`src/rtl/probe_trigger_pkg.sv`:
```
// Shared command codes, states, trigger modes and tag bytes for the probe
// capture front-end.
package probe_trigger_pkg;

  localparam logic [31:0] CMD_CLEAR = 32'hDEAD_DEAD;
  localparam logic [31:0] CMD_RUN   = 32'hDEAD_CAFE;

  localparam logic [7:0] TAG_PRE  = 8'h00;
  localparam logic [7:0] TAG_TRIG = 8'hFF;
  localparam logic [7:0] TAG_POST = 8'h01;

  typedef enum logic [1:0] {
    ST_IDLE      = 2'd0,
    ST_ARMED     = 2'd1,
    ST_TRIGGERED = 2'd2,
    ST_DONE      = 2'd3
  } state_e;

  typedef enum logic [1:0] {
    MODE_EQ     = 2'd0,
    MODE_NE     = 2'd1,
    MODE_RISE   = 2'd2,
    MODE_CHANGE = 2'd3
  } mode_e;

  function automatic logic [7:0] sat_inc8(input logic [7:0] v);
    return (v == 8'hFF) ? v : v + 8'd1;
  endfunction

endpackage

```
`src/rtl/probe_trigger_if.sv`:
```
// Probe sample bus: the sampled logic-analyser inputs and their valid flag.
interface probe_trigger_if #(
  parameter int DATA_W = 64
);
  logic [DATA_W-1:0] sample;
  logic              sample_valid;

  modport master (output sample, output sample_valid);
  modport slave  (input  sample, input  sample_valid);
endinterface

```
`src/rtl/probe_trigger_trig_match.sv`:
```
// Combinational trigger comparator: masked (in)equality against a value, or
// rising edge / any change relative to the previous processed sample.
module trig_match
  import probe_trigger_pkg::*;
#(
  parameter int DATA_W = 64
) (
  input  logic [DATA_W-1:0] cur_i,
  input  logic [DATA_W-1:0] prev_i,
  input  logic              prev_valid_i,
  input  logic [DATA_W-1:0] value_i,
  input  logic [DATA_W-1:0] mask_i,
  input  mode_e             mode_i,
  output logic              match_o
);

  always_comb begin
    match_o = 1'b0;
    case (mode_i)
      MODE_EQ:     match_o = (((cur_i ^ value_i) & mask_i) == '0);
      MODE_NE:     match_o = (((cur_i ^ value_i) & mask_i) != '0);
      // Edge modes need a reference sample, so the first one after arming never matches.
      MODE_RISE:   match_o = prev_valid_i && (|(cur_i & ~prev_i & mask_i));
      MODE_CHANGE: match_o = prev_valid_i && (|((cur_i ^ prev_i) & mask_i));
      default:     match_o = 1'b0;
    endcase
  end

endmodule

```
`src/rtl/probe_trigger.sv`:
```
// Capture front-end: 2-stage pipeline (sample regs, then tagged word), trigger
// FSM with consecutive-match qualifier and post-trigger word budget.
module probe_trigger
  import probe_trigger_pkg::*;
#(
  parameter int DATA_W     = 64,
  parameter int TAG_W      = 8,
  parameter int POST_WORDS = 256
) (
  input  logic                    clk_i,
  input  logic                    rst_ni,
  input  logic [31:0]             cmd_i,
  probe_trigger_if.slave          probe_if,
  input  logic [DATA_W-1:0]       trig_value_i,
  input  logic [DATA_W-1:0]       trig_mask_i,
  input  logic [1:0]              trig_mode_i,
  input  logic [7:0]              trig_count_i,
  output logic [TAG_W+DATA_W-1:0] probe_data_o,
  output logic                    probe_wea_o,
  output logic [1:0]              state_o,
  output logic                    triggered_o,
  output logic [7:0]              post_cnt_o
);

  localparam logic [8:0] POST_LAST = 9'(POST_WORDS);

  state_e                  state_q, state_d;
  logic [DATA_W-1:0]       cfg_value_q, cfg_value_d;
  logic [DATA_W-1:0]       cfg_mask_q, cfg_mask_d;
  mode_e                   cfg_mode_q, cfg_mode_d;
  logic [7:0]              cfg_count_q, cfg_count_d;
  logic [7:0]              match_cnt_q, match_cnt_d;
  logic [8:0]              post_q, post_d;
  logic                    have_prev_q, have_prev_d;
  logic                    triggered_q, triggered_d;
  logic                    s1_valid_q, s1_valid_d;
  logic                    s1_prev_valid_q, s1_prev_valid_d;
  logic [DATA_W-1:0]       s1_cur_q, s1_cur_d;
  logic [DATA_W-1:0]       s1_prev_q, s1_prev_d;
  logic [TAG_W+DATA_W-1:0] data_q, data_d;
  logic                    wea_q, wea_d;
  logic                    accept_s;
  logic                    match_s;
  logic [7:0]              count_req_s;

  assign accept_s = probe_if.sample_valid && (cmd_i == CMD_RUN) &&
                    ((state_q == ST_ARMED) || (state_q == ST_TRIGGERED));
  assign count_req_s = (cfg_count_q == 8'd0) ? 8'd1 : cfg_count_q;

  trig_match #(.DATA_W(DATA_W)) u_match (
    .cur_i        (s1_cur_q),
    .prev_i       (s1_prev_q),
    .prev_valid_i (s1_prev_valid_q),
    .value_i      (cfg_value_q),
    .mask_i       (cfg_mask_q),
    .mode_i       (cfg_mode_q),
    .match_o      (match_s)
  );

  // Next-state: stage-1 capture, stage-2 tagging, FSM and counters.
  always_comb begin
    state_d         = state_q;
    cfg_value_d     = cfg_value_q;
    cfg_mask_d      = cfg_mask_q;
    cfg_mode_d      = cfg_mode_q;
    cfg_count_d     = cfg_count_q;
    match_cnt_d     = match_cnt_q;
    post_d          = post_q;
    have_prev_d     = have_prev_q;
    triggered_d     = triggered_q;
    s1_valid_d      = accept_s;
    s1_prev_valid_d = s1_prev_valid_q;
    s1_cur_d        = s1_cur_q;
    s1_prev_d       = s1_prev_q;
    data_d          = data_q;
    wea_d           = 1'b0;

    if (accept_s) begin
      s1_cur_d        = probe_if.sample;
      s1_prev_d       = s1_cur_q;
      s1_prev_valid_d = have_prev_q;
      have_prev_d     = 1'b1;
    end else begin
      have_prev_d     = have_prev_q;
    end

    case (state_q)
      ST_IDLE: begin
        if (cmd_i == CMD_RUN) begin
          state_d     = ST_ARMED;
          cfg_value_d = trig_value_i;
          cfg_mask_d  = trig_mask_i;
          cfg_mode_d  = mode_e'(trig_mode_i);
          cfg_count_d = trig_count_i;
        end else begin
          state_d     = ST_IDLE;
        end
      end
      ST_ARMED: begin
        if (s1_valid_q) begin
          wea_d  = 1'b1;
          data_d = {TAG_W'(TAG_PRE), s1_cur_q};
          if (match_s) begin
            match_cnt_d = sat_inc8(match_cnt_q);
            if (match_cnt_d == count_req_s) begin
              data_d      = {TAG_W'(TAG_TRIG), s1_cur_q};
              triggered_d = 1'b1;
              post_d      = 9'd1;
              state_d     = (POST_LAST <= 9'd1) ? ST_DONE : ST_TRIGGERED;
            end else begin
              state_d     = ST_ARMED;
            end
          end else begin
            match_cnt_d = 8'd0;
          end
        end else begin
          state_d = ST_ARMED;
        end
      end
      ST_TRIGGERED: begin
        if (s1_valid_q) begin
          wea_d   = 1'b1;
          data_d  = {TAG_W'(TAG_POST), s1_cur_q};
          post_d  = post_q + 9'd1;
          state_d = (post_d >= POST_LAST) ? ST_DONE : ST_TRIGGERED;
        end else begin
          state_d = ST_TRIGGERED;
        end
      end
      ST_DONE: state_d = ST_DONE;
      default: state_d = ST_IDLE;
    endcase

    // Clear overrides everything, including a sample arriving in the same cycle.
    if (cmd_i == CMD_CLEAR) begin
      state_d         = ST_IDLE;
      match_cnt_d     = 8'd0;
      post_d          = 9'd0;
      have_prev_d     = 1'b0;
      triggered_d     = 1'b0;
      s1_valid_d      = 1'b0;
      s1_prev_valid_d = 1'b0;
      wea_d           = 1'b0;
    end else begin
      state_d         = state_d;
    end
  end

  // State and pipeline registers.
  always_ff @(posedge clk_i or negedge rst_ni) begin
    if (!rst_ni) begin
      state_q         <= ST_IDLE;
      cfg_value_q     <= '0;
      cfg_mask_q      <= '0;
      cfg_mode_q      <= MODE_EQ;
      cfg_count_q     <= 8'd0;
      match_cnt_q     <= 8'd0;
      post_q          <= 9'd0;
      have_prev_q     <= 1'b0;
      triggered_q     <= 1'b0;
      s1_valid_q      <= 1'b0;
      s1_prev_valid_q <= 1'b0;
      s1_cur_q        <= '0;
      s1_prev_q       <= '0;
      data_q          <= '0;
      wea_q           <= 1'b0;
    end else begin
      state_q         <= state_d;
      cfg_value_q     <= cfg_value_d;
      cfg_mask_q      <= cfg_mask_d;
      cfg_mode_q      <= cfg_mode_d;
      cfg_count_q     <= cfg_count_d;
      match_cnt_q     <= match_cnt_d;
      post_q          <= post_d;
      have_prev_q     <= have_prev_d;
      triggered_q     <= triggered_d;
      s1_valid_q      <= s1_valid_d;
      s1_prev_valid_q <= s1_prev_valid_d;
      s1_cur_q        <= s1_cur_d;
      s1_prev_q       <= s1_prev_d;
      data_q          <= data_d;
      wea_q           <= wea_d;
    end
  end

  assign probe_data_o = data_q;
  assign probe_wea_o  = wea_q;
  assign state_o      = state_q;
  assign triggered_o  = triggered_q;
  assign post_cnt_o   = (post_q > 9'd255) ? 8'hFF : post_q[7:0];

endmodule

```
`src/flat_wrapper.sv`:
```
// flat-port wrapper written by rule: the top's interface ports become plain ports
module probe_trigger_flat import probe_trigger_pkg::*;
#(
  parameter int DATA_W     = 64,
  parameter int TAG_W      = 8,
  parameter int POST_WORDS = 256
)
  (clk_i, rst_ni, cmd_i, trig_value_i, trig_mask_i, trig_mode_i, trig_count_i, probe_data_o, probe_wea_o, state_o, triggered_o, post_cnt_o, probe_if_sample, probe_if_sample_valid);
  probe_trigger_if #(.DATA_W(DATA_W)) probe_if_i ();
  input  logic clk_i;
  input  logic rst_ni;
  input  logic [31:0] cmd_i;
  input  logic [DATA_W-1:0] trig_value_i;
  input  logic [DATA_W-1:0] trig_mask_i;
  input  logic [1:0] trig_mode_i;
  input  logic [7:0] trig_count_i;
  output logic [TAG_W+DATA_W-1:0] probe_data_o;
  output logic probe_wea_o;
  output logic [1:0] state_o;
  output logic triggered_o;
  output logic [7:0] post_cnt_o;
  input wire logic [$bits(probe_if_i.sample)-1:0] probe_if_sample;
  input wire logic [$bits(probe_if_i.sample_valid)-1:0] probe_if_sample_valid;
  assign probe_if_i.sample = probe_if_sample;
  assign probe_if_i.sample_valid = probe_if_sample_valid;
  probe_trigger #(.DATA_W(DATA_W), .TAG_W(TAG_W), .POST_WORDS(POST_WORDS)) u_core (.clk_i(clk_i), .rst_ni(rst_ni), .cmd_i(cmd_i), .probe_if(probe_if_i), .trig_value_i(trig_value_i), .trig_mask_i(trig_mask_i), .trig_mode_i(trig_mode_i), .trig_count_i(trig_count_i), .probe_data_o(probe_data_o), .probe_wea_o(probe_wea_o), .state_o(state_o), .triggered_o(triggered_o), .post_cnt_o(post_cnt_o));
endmodule
```
`config.mk`:
```
export PLATFORM = sky130hd
export DESIGN_NAME = probe_trigger_flat
export DESIGN_NICKNAME = d
export VERILOG_FILES = /design/src/rtl/probe_trigger_pkg.sv /design/src/rtl/probe_trigger_if.sv /design/src/rtl/probe_trigger_trig_match.sv /design/src/rtl/probe_trigger.sv /design/src/flat_wrapper.sv
export SDC_FILE = /design/constraint.sdc
export NUM_CORES = 1
export LEC_CHECK = 0
export BUFFER_PORTS_ARGS = -buffer_cell sky130_fd_sc_hd__buf_2
export CAP_MARGIN = 20
export CELL_PAD_IN_SITES_DETAIL_PLACEMENT = 1
export CELL_PAD_IN_SITES_GLOBAL_PLACEMENT = 1
export CORE_UTILIZATION = 25
export DETAILED_ROUTE_END_ITERATION = 8
export PLACE_DENSITY_LB_ADDON = 0.1
export SETUP_SLACK_MARGIN = 0.3
export SLEW_MARGIN = 30
export SYNTH_ARGS = -nofsm -noshare
export SYNTH_HDL_FRONTEND = slang
export SYNTH_HIERARCHICAL = 1
export SYNTH_SLANG_ARGS = --single-unit
```
`constraint.sdc`:
```
create_clock -name clk_i -period 7.15 [get_ports clk_i]
set_input_delay 0.715 -clock clk_i [delete_from_list [all_inputs] [get_ports clk_i]]
set_output_delay 0.715 -clock clk_i [all_outputs]
set_load 0.05 [all_outputs]
```
# Word-level counts from Yosys, hierarchy flattened
# Index checks and enable logic that the tools add are counted.
[word_totals]
ff_bits = 362
input_bits = 237
out_inout_bits = 84
elab_cells = 108
[classes]
add_sub_neg = 2
n_lt_le_gt_ge = 2
n_eq_ne = 17
muxes = 40
bitwise = 7
reduce_logical = 25
[op_table]
columns = ["operator", "count"]
rows = [
  ["two-way mux 72 bit", 4],
  ["bitwise AND 64 bit", 4],
  ["case mux 72 bit (2 select lines)", 1],
  ["OR reduction 64 bit", 2],
  ["XOR 64 bit", 2],
  ["equality test 32 bit, second input constant", 2],
  ["logical NOT 64 bit", 1],
  ["NOT 64 bit", 1],
  ["nonzero test 64 bit", 1],
  ["two-way mux 8 bit", 7],
  ["two-way mux 9 bit", 5],
  ["case mux 9 bit (2 select lines)", 1],
  ["two-way mux 1 bit", 15],
  ["nonzero test 2 bit", 6],
  ["two-way mux 2 bit", 5],
  ["adder 9 x 1 -> 9 bit, second input constant", 1],
  [">= comparator 9 bit, second input constant", 1],
  ["> comparator 9 x 8 -> 1 bit, second input constant", 1],
  ["!= test 3 x 2 -> 1 bit, second input constant", 3],
  ["adder 8 x 1 -> 8 bit, second input constant", 1],
  ["equality test 2 bit, second input constant", 4],
  ["equality test 8 bit", 1],
  ["equality test 8 bit, second input constant", 1],
  ["logical NOT 8 bit", 1],
  ["other kinds (15)", 22],
]

# Logic depth before layout (Yosys ltp)
# Gate-level depths: netlist of run 1.
[depth]
ltp_word = 10
mapped_depth = 14
mapped_depth_nobuf = 12

# Hierarchy
# The synthesis of run 1 kept the hierarchy.
[by_module_without_submodules]
columns = ["module", "n_inst", "cells_per_inst", "area_per_inst_um2", "seq_area_each_um2"]
rows = [
  ["probe_trigger", 1, 1222, 14338.8, 8908.5],
  ["trig_match", 1, 379, 2787.7, 0.0],
]

# Least setup slack after synthesis of run 1
# No wires, ideal clock.
[synth_timing]
kind = "reg-to-reg"
startpoint = "register u_core.s1_cur_q[63]"
endpoint = "register u_core.post_q[0]"
setup_time_ps = 120
arrival_time_ps = 2914
t_required_ps = 7030
setup_slack_ps = 4115
path_stages_with_launch = 13
path_buffers = 2
period_less_slack_ps = 3035
cell_sequence = "dfrtp_1 -> ha_1 -> o22ai_1 -> or4_1 -> nor4_1 -> a211oi_1 -> or3b_1 -> clkbuf_8 -> inv_1 -> o41ai_4 -> and2_1 -> buf_6 -> o211a_1"
[synth_via]
elab_chain_cells = 7
word_cells_on_any_way = 15
cone_classes = "1 x eq/ne; 1 x mux; 6 x bitwise; 7 x reduce/logical"
[synth_lines]
columns = ["element", "line", "text"]
rows = [
  ["start, declared", "probe_trigger.sv:38", "logic [DATA_W-1:0] s1_cur_q, s1_cur_d;"],
  ["start signal, assigned", "probe_trigger.sv:179", "s1_cur_q <= s1_cur_d;"],
  ["XOR 64 bit / bitwise AND 64 bit (equally long branches)", "probe_trigger_trig_match.sv:24, probe_trigger_trig_match.sv:23", ""],
  ["bitwise AND 64 bit (on tied branches)", "probe_trigger_trig_match.sv:24, probe_trigger_trig_match.sv:23", ""],
  ["OR reduction 64 bit (on tied branches)", "probe_trigger_trig_match.sv:24, probe_trigger_trig_match.sv:23", ""],
  ["logical AND 1 bit (on tied branches)", "probe_trigger_trig_match.sv:24, probe_trigger_trig_match.sv:23", ""],
  ["case mux 1 bit (4 select lines) (*)", "probe_trigger_trig_match.sv:19", "case (mode_i)"],
  ["named net u_core.match_s", "probe_trigger.sv:43", "logic match_s;"],
  ["!= test 3 x 2 -> 1 bit (no line) (*)", "-", ""],
  ["AND reduction 5 bit (no line) (*)", "-", ""],
  ["end signal, assigned", "probe_trigger.sv:174", "post_q <= post_d;"],
  ["end, declared", "probe_trigger.sv:33", "logic [8:0] post_q, post_d;"],
]
# The timed path passes the listed nets; every way through them passes the cells marked *.
# A chain may end at the register's enable or synchronous reset.

# Worst setup path in the final report of run 1
[layout_timing]
startpoint = "register u_core.s1_cur_q[40]"
endpoint = "register u_core.post_q[3]"
# The elaborated chain is that of the path after synthesis.

==> metrics.txt, run 1 <==
RSZ-0062 raised after global routing false; layout cells sized above 1 33.0%; worst slew pin tran 954 ps; ys async rst share 100%; Clock Path Buffers 3; 1st-pass router iterations 5; Synth Area per Inst 10.7 sq um; power per standard cell area 213 nW/um^2; CTS root buffer clkbuf_16; # H-tree levels 2; Initial DRC Count 639; top-area cell type share of the netlist area 52.0%; Post-Route WL 66.1 mm; EDFF count, synth 0; Overflow after GRT 0; Max Fclk 233 MHz; period utilization 60.1%; vias per cell 4.64; CP Cell Sequence ha_1 > nor2b_1 > a2111oi_1 > o2111ai_1 > nor4_1 > a211oi_1 > or3b_1 > inv_1 > o41ai_4 > and2_1 > a31o_1; Die Ht 264 um; starting density of the core 25.4%; Cells after Synth 1,601; peak supply drop 0.163 mV; min Tclk post-route 4300 ps; final core utilization 31.4%; top-count cell post-synth nand2_1; initial antenna violation count 2; Hold Vio Cnt, Final 0; chip width 264 um; drc violations 0; Max Cap Viol 0; crit start category register; CTS tree yes; Critical Path AT 4760 ps; NumNets Final 2,222; Leakage 11.4 nW; FF+latch count, synth 356; worst-path fanout max 10; setup bufs post-CTS 0; Clock Latency Late Sink 590 ps; gr usage total 19.1%; top cells by area, synth dfrtp_1 (52%), mux2_2 (13%), nand2_1 (9.1%), ha_1 (5.3%), xor2_1 (3.3%); Sink Count 356; Area Overhead vs Synth 23.9%; Synthesized Nets 1,910; Slowest-stage cell, CP a2111oi_1; Slew Limit Fails 0; Post-Syn Area 17,100 sq um; WP data required 7620 ps; I/O pin cnt 321; sequential element share of the synthesized area 52.0%; number of global-route vias before repair 14,346; Slew HR 34.8%; gpl congestion 0.873; Core Rows 95; Crit Path Category register to register; Clock transition at path regs 60 ps; YS warnings 6; Final setup viols 0; CP endpoint kind register; Die Area 69,600 sq um; core area 67,500 sq um; largest net degree at the start of global routing 109; Buf/Inv on CP 1; largest area contributor in the synthesized netlist dfrtp_1; total CTS buffers 46; first-pass GRT wire length 97.9 mm; Top FF cell, synth dfrtp_1; Hold WC Path Type primary input to register; ant diodes 0; FILL cells 7,647; Netlist cell types 73; total negative slack 0 ps; highest cell delay on the worst timing path 680 ps; PortBufs 320; delay-heaviest family, CP simple AND/OR/NAND/NOR gates; detailed placer's ending HPWL 49.7 mm; routed wire length per instance 23.5 um; top post-synthesis cells by count nand2_1 (416), dfrtp_1 (356), mux2_2 (204), inv_1 (112), ha_1 (72); vias 13,067; post-route antenna net violation count 0; run status finished, final reports clean; Layout Skew 33.0 ps
metrics by stage:
step           total power [mW]  setup slack [ps]  area, sq um  instances  hold slack [ps]
6_report                   4.51              2850        21200       2816              329
5_1_grt                    4.69              2710        21200       2816              316
4_1_cts                    4.60              2950        21200       2814              208
3_5_place_dp               2.18              2890        19600       2736              463
3_3_place_gp               2.18              2680        19600       2736              458
2_1_floorplan              2.06              4120        17100       1601              419
sequential cells by signal, indices dropped and copies added, names as in the netlist, 8 cells and up:
| signal | cells |
|---|---|
| u_core/cfg_mask_q | 64 |
| u_core/s1_prev_q | 64 |
| u_core/match_cnt_q | 8 |
| u_core/cfg_value_q | 64 |
| u_core/post_q | 9 |
| u_core/cfg_count_q | 8 |
| u_core/probe_data_o | 66 |
| u_core/s1_cur_q | 64 |
cell families after synthesis:
| logic type | synth area share, % |
|---|---|
| compound gates | 6.97 |
| xor+xnor | 3.38 |
| fa+ha+maj | 5.26 |
| buf+inv | 4.45 |
| flops | 52.0 |
| mux | 13.5 |
| simple gates | 14.4 |
layer usage:
metal,global-route usage [%],part of all wire [%],vias up
met1,24.5,44,6715
li1,-,-,6044
met5,0,0,-
met3,2.87,3.6,66
met4,4.92,2.3,0
met2,33.4,50,242
worst min-delay path, stage by stage:
cell     delay [ps]
buf_2            80
nand2_1          40
nand2_1          40
timing repair:
action	4_1_cts	5_1_grt
gates resized for setup	0	0
hold endpoints to repair	0	6
hold buffers	0	1
setup endpoints to repair	0	0
power by group:
| part | switching, mW | internal [mW] | total (mW) |
|---|---|---|---|
| logic | 0.0770 | 0.0519 | 0.129 |
| clock network | 0.936 | 1.43 | 2.37 |
| registers | 0.0000000262 | 2.02 | 2.02 |
cell type report:
type,instances,area [sq um],area share [%]
Timing Repair Buffer,334,1750,8.25
Multi-Input combinational cell,1060,7500,35.4
Inverter,115,439,2.07
Clock buffer,62,1320,6.23
Tap cell,873,1090,5.15
Clock inverter,16,196,0.926
Sequential cell,356,8910,42.0
path summary, 6_finish.rpt:
path,slack (ps),cells after the start,endpoint,startpoint
hold / removal,330,3,u_core/s1_cur_q[30],probe_if_sample[30]
min in group asynchronous,600,2,u_core/post_q[3],rst_ni
setup / recovery,2850,11,u_core/post_q[3],u_core/s1_cur_q[40]
hold reg to reg,470,2,u_core/s1_prev_q[50],u_core/s1_prev_q[50]
max in group asynchronous,5000,4,u_core/triggered_o,rst_ni
setup reg to reg,2850,11,u_core/post_q[3],u_core/s1_cur_q[40]
cells in the final DEF (no fill, tap or decap), types with 14 or more instances in the layout:
master / netlist / final
nand2_1: 416 / 415
a21oi_1: 18 / 18
buf_2: 1 / 319
a22oi_1: 46 / 46
inv_1: 112 / 112
ha_1: 72 / 72
xor2_1: 64 / 64
nor2_1: 14 / 14
dfrtp_1: 356 / 356
mux2_2: 204 / 204
nand4_1: 20 / 20
clkbuf_16: 0 / 47
nor2b_1: 23 / 23
(Power assumes the default switching activity.)
==> run 2, diff against run 1 <==
==> constraint.sdc (replaced) <==
create_clock -name clk_i -period 4.5 [get_ports clk_i]
set_input_delay 0.45 -clock clk_i [delete_from_list [all_inputs] [get_ports clk_i]]
set_output_delay 0.45 -clock clk_i [all_outputs]
set_load 0.05 [all_outputs]
==> run 2 against run 1 <==
Cell area up 1.2%; register-to-register slack got worse by 2300 ps; utilization grew 0.36 points; maximum frequency rose by 7.8%; critical endpoint is now u_core/post_q[6]; total power increased by 62%.
==> metrics.txt, run 2 (synthesized netlist as in run 1, its figures left out) <==
first-pass GRT wire length 105 mm (+7.2%); gpl congestion 0.901 (+3.2%); Leakage 11.5 nW (+1.1%); CP Cell Sequence ha_1 > nor2b_1 > a2111oi_0 > nand4_1 > nor4_1 > a211oi_1 > or3b_1 > inv_1 > o41ai_4 > and2_1 > a31o_1; WL met2 36.8 mm (+10%); crit start category register; drc violations 0 (unchanged); detailed placer's ending HPWL 54.6 mm (+10%); largest net degree at the start of global routing 92 (-16%); Crit Path Category register to register; WP data required 4960 ps (-2660 ps); power per standard cell area 341 nW/um^2 (+60%); peak supply drop 0.197 mV (+21%); core area 67,500 sq um (unchanged); post-route antenna net violation count 0 (unchanged); layout cells sized above 1 33.6% (+0.51 points); Max Cap Viol 0 (unchanged); initial antenna violation count 2 (unchanged); run status finished, final reports clean; FILL cells 7,596 (-0.67%); Layout Skew 20.4 ps (-12.6 ps); Clock Path Buffers 3 (unchanged); Clock transition at path regs 60 ps (about the same); CTS root buffer clkbuf_16; number of global-route vias before repair 14,664 (+2.2%); min Tclk post-route 3990 ps (-309 ps); I/O pin cnt 321 (unchanged); Slew Limit Fails 0 (unchanged); Post-Route WL 71.4 mm (+7.9%); sequential cell area 8910 sq um (unchanged); Hold WC Path Type primary input to register; Final setup viols 0 (unchanged); NumNets Final 2,236 (+0.63%); CTS tree yes; setup bufs post-CTS 0 (unchanged); Routed met3 length 2.06 mm (-13%); Overflow after GRT 0 (unchanged); total negative slack 0 ps (unchanged); Critical Path AT 4450 ps (-310 ps); highest cell delay on the worst timing path 830 ps (+150 ps); CP endpoint kind register; M1 WL 31.5 mm (+8.8%); Initial DRC Count 686 (+7.4%); Max Fclk 251 MHz (+7.8%); gr usage total 20.7% (+1.7 points); PortBufs 320 (unchanged); ant diodes 0 (unchanged); commonest non-fill, non-tap cell in the layout nand2_1; RSZ-0062 raised after global routing false; total CTS buffers 45 (-2.2%); Hold Vio Cnt, Final 0 (unchanged); most frequent cells in the layout nand2_1 (415), dfrtp_1 (356), buf_2 (319); Die Ht 264 um (unchanged); DR top layer met4; starting density of the core 25.4% (unchanged); Core Rows 95 (unchanged); vias 13,259 (+1.5%); max reg flops 66 (unchanged); period utilization 88.6% (+29 points); Slowest-stage cell, CP a2111oi_0; Sink Count 356 (unchanged); worst slew pin tran 936 ps (-18.1 ps); Hold Slack 51.6 ps (-277 ps); vias per cell 4.67 (+0.72%); worst-path fanout max 9 (-1); 1st-pass router iterations 6 (+1); routed wire length per instance 25.2 um (+7.1%); Die Area 69,600 sq um (unchanged); Multi-input gate area 7500 sq um (-0.10%); Area Overhead vs Synth 25.3%; # H-tree levels 2 (unchanged); chip width 264 um (unchanged); Slew HR 36.0% (+1.2 points); Clock Latency Late Sink 590 ps (about the same)
-- run 2: changes by cell type in the layout (fill, tap and decap cells not counted), sizes merged --
| cell | previous run | this run |
|---|---|---|
| bufinv | 4 | 7 |
| clkinv | 10 | 12 |
| inv | 115 | 114 |
| clkinvlp | 2 | 3 |
| clkbuf | 62 | 63 |
| buf | 333 | 348 |
-- run 2: where the power goes --
part,leakage [nW],switching (mW),internal (mW)
Sequential,4.93,0.0000000469,3.20
Clock,0.779,1.50,2.40
Combinational,5.77,0.132,0.0833
-- run 2: final timing paths --
kind / startpoint / end / slack, ps / cells after the start
min in group asynchronous: rst_ni / u_core/post_q[7] / 500 / 2
setup / recovery: u_core/s1_cur_q[15] / u_core/post_q[6] / 510 / 11
max in group asynchronous: rst_ni / u_core/s1_prev_q[41] / 2880 / 3
hold / removal: probe_if_sample[53] / u_core/s1_cur_q[53] / 50 / 3
setup reg to reg: u_core/s1_cur_q[15] / u_core/post_q[6] / 510 / 11
hold reg to reg: u_core/s1_prev_q[29] / u_core/s1_prev_q[29] / 470 / 2
-- run 2: per-layer routing --
layer,global-route usage [%],vias up
met5,0,-
met3,2.93,60
li1,-,6083
met1,26.7,6873
met2,37.0,243
met4,3.76,0
-- run 2: final cells by class --
class | instances | share of cell area [%]
timing repair buffer | 349 | 8.98
clock buffer | 63 | 5.98
inverter | 115 | 2.03
multi-input combinational | 1060 | 34.9
sequential | 356 | 41.5
tap | 873 | 5.09
clock inverter | 21 | 1.46
-- run 2: timing repair --
action	4_1_cts	5_1_grt
hold buffers	1	0
hold endpoints to repair	79	0
gates resized for setup	0	0
-- run 2: worst max-delay path, delay by kind of cell, from the launching register on --
family | cells | cell delay [ps]
AOI/OAI and AO/OA | 4 | 1390
DFF | 1 | 520
and+or+nand+nor | 5 | 1360
buffers and inverters | 1 | 240
adders and majority gates | 1 | 350
-- run 2: stage by stage --
stage	util (%)	cell area [sq um]	cells	total power [mW]	setup WS [ps]
after floorplan	-	17100	1601	3.27	1470
final	31.8	21500	2837	7.32	514
after global routing	31.8	21500	2837	7.60	369
after detailed placement	29.4	19900	2752	3.49	570
after CTS	31.8	21500	2837	7.47	551
after global placement	29.3	19800	2749	3.48	601
==> run 3, diff against run 2 <==
--- a/config.mk
+++ b/config.mk
@@ -9,6 +9,7 @@
 export CAP_MARGIN = 20
 export CELL_PAD_IN_SITES_DETAIL_PLACEMENT = 1
 export CELL_PAD_IN_SITES_GLOBAL_PLACEMENT = 1
+export CORE_MARGIN = 2
 export CORE_UTILIZATION = 25
 export DETAILED_ROUTE_END_ITERATION = 8
 export PLACE_DENSITY_LB_ADDON = 0.1
==> run 3 against run 2 <==
Register-to-register slack lost 50 ps; critical endpoint is now u_core/post_q[5]; clock-buffer cell count shrank 1; utilization fell by 0.22 points; combinational power shrank 3%; global-route usage fell by 0.57 points; clock power down 5%; highest routed layer unchanged; total power is 2.5% lower; critical path depth unchanged; die area increased by 1.5%; first-iteration DRC count decreased by 3.5%; maximum frequency decreased by 1.1%.
==> metrics.txt, run 3 (synthesized netlist as in run 1, its figures left out) <==
drc violations 0 (unchanged); worst slew pin tran 875 ps (-60.5 ps); initial antenna violation count 0 (-2); first-pass GRT wire length 103 mm (-1.9%); Post-Route WL 71.0 mm (-0.48%); Reg-to-Reg End u_core/post_q[5]; layout cells sized above 1 33.2% (-0.37 points); Hold WC Path Type primary input to register; run status finished, final reports clean; gpl congestion 0.884 (-1.8%); Hold EP u_core/s1_cur_q[42]; combinational share of power 2.9% (about the same); setup bufs post-CTS 0 (unchanged); post-route antenna net violation count 0 (unchanged); delay-heaviest family, CP simple AND/OR/NAND/NOR gates; worst hold path startpoint probe_if_sample[42]; I/O pin cnt 321 (unchanged); period utilization 89.6% (+1.0 points); total negative slack 0 ps (unchanged); total CTS buffers 45 (unchanged); Overflow after GRT 0 (unchanged); detailed placer's ending HPWL 54.3 mm (-0.65%); highest cell delay on the worst timing path 550 ps (-280 ps); Sink Count 356 (unchanged); Leakage 11.4 nW (-0.65%); Die Area 70,600 sq um (+1.5%); Core Rows 95 (unchanged); final core utilization 31.6% (-0.22 points); worst reg-to-reg path cell count 11 (unchanged); largest net degree at the start of global routing 94 (+2.2%); CP endpoint kind register; worst-path fanout max 9 (unchanged); 1st-pass router iterations 5 (-1); starting density of the core 25.4% (unchanged); routed wire length per instance 25.1 um (-0.19%); Crit Path Category register to register; Clock Path Buffers 3 (unchanged); Slowest-stage cell, CP a221oi_1; min Tclk post-route 4030 ps (+46.3 ps); Cell Int Power 5.51 mW (-3.0%); Slew HR 41.4% (+5.4 points); peak supply drop 0.204 mV (+3.6%); Die Ht 266 um (+0.76%); vias per cell 4.65 (-0.44%); NumNets Final 2,231 (-0.22%); Critical Path AT 4500 ps (+50 ps); WP data required 4960 ps (about the same); Max Cap Viol 0 (unchanged); CTS tree yes; CTS root buffer clkbuf_16; Max Fclk 248 MHz (-1.1%); RSZ-0062 raised after global routing false; CP Cell Sequence ha_1 > a22o_1 > a221oi_1 > nand4_1 > nor4_1 > a211oi_1 > or3b_1 > inv_1 > o41ai_4 > and2_1 > a31o_1; Buf/Inv on CP 1 (unchanged); crit start category register; Clock power frac 52.2% (-1.1 points); # H-tree levels 2 (unchanged); number of global-route vias before repair 14,337 (-2.2%); gr usage total 20.2% (-0.57 points); Initial DRC Count 662 (-3.5%); vias 13,164 (-0.72%); max reg flops 66 (unchanged); Clock Latency Late Sink 580 ps (about the same); commonest non-fill, non-tap cell in the layout nand2_1; power per standard cell area 335 nW/um^2 (-1.8%); Hold Vio Cnt, Final 0 (unchanged); core area 67,500 sq um (unchanged); sequential share of power 44.9% (+1.1 points); Final setup viols 0 (unchanged); RR Startpoint u_core/s1_cur_q[40]; PortBufs 320 (unchanged); Clock transition at path regs 60 ps (about the same); most frequent cells in the layout nand2_1 (415), dfrtp_1 (356), buf_2 (319); Worst Hold Depth 3 (unchanged); Slew Limit Fails 0 (unchanged); register-to-register setup slack 470 ps (-50 ps); Switch Pwr 1.62 mW (-0.74%); chip width 266 um (+0.76%); ant diodes 0 (unchanged); Area Overhead vs Synth 24.4%; switching share of power 22.7% (+0.41 points); Layout Skew 23.1 ps (+2.70 ps)
==> run 3: layer usage <==
layer / track usage [%] / wire length, um / vias up / part of all wire, %
li1: - / - / 6069 / -
met1: 26.0 / 31200 / 6787 / 44
met2: 35.3 / 35900 / 236 / 51
met3: 2.72 / 2280 / 72 / 3.2
met4: 5.36 / 1640 / 0 / 2.3
met5: 0 / 0 / - / 0
==> run 3: timing repair <==
item,CTS,global route
hold buffers,1,0
gates resized for setup,0,0
hold endpoints to repair,86,0
==> run 3: worst max-delay path by stage <==
| stage | from | end | cells past startpoint |
|---|---|---|---|
| after global routing | u_core/s1_cur_q[40] | u_core/post_q[4] | 11 |
| after floorplan | u_core/s1_cur_q[63] | u_core/post_q[0] | 12 |
| final | u_core/s1_cur_q[40] | u_core/post_q[5] | 11 |
| after detailed placement | u_core/s1_cur_q[40] | u_core/post_q[6] | 11 |
| after global placement | u_core/s1_cur_q[40] | u_core/post_q[4] | 11 |
| after CTS | u_core/s1_cur_q[40] | u_core/post_q[5] | 11 |
==> run 3: area by class of cell <==
type                       instances  area, sq um
clock buffer                      62         1250
inverter                         115          434
fill                            7593        46200
sequential                       356         8910
tap                              873         1090
clock inverter                    19          236
multi-input combinational       1060         7500
timing repair buffer             344         1890
==> run 3: worst reg2reg max path: stages, from the launching register on <==
cell and delay, ps:
dfrtp_1 510, ha_1 280, a22o_1 270, a221oi_1 550, nand4_1 210, nor4_1 470, a211oi_1 100, or3b_1 470
inv_1 240, o41ai_4 200, and2_1 350, a31o_1 260
==> run 3: power by group through the flow <==
stage	combinational (mW)	sequential (mW)	clock, mW
after floorplan	0.00548	3.26	0
after global placement	0.219	3.26	0
after detailed placement	0.218	3.26	0
after CTS	0.219	3.20	3.86
after global routing	0.233	3.20	3.99
final	0.208	3.20	3.72
==> run 3: through the flow <==
step                setup slack [ps]  hold slack [ps]  instances  power, mW  instance area [sq um]
finish                           468             53.1       2829       7.13                  21300
global route                     424             30.5       2829       7.42                  21300
CTS                              564             10.2       2829       7.28                  21300
detailed placement               588              462       2747       3.48                  19800
global placement                 631              457       2747       3.48                  19800
floorplan                       1470              154       1601       3.27                  17100
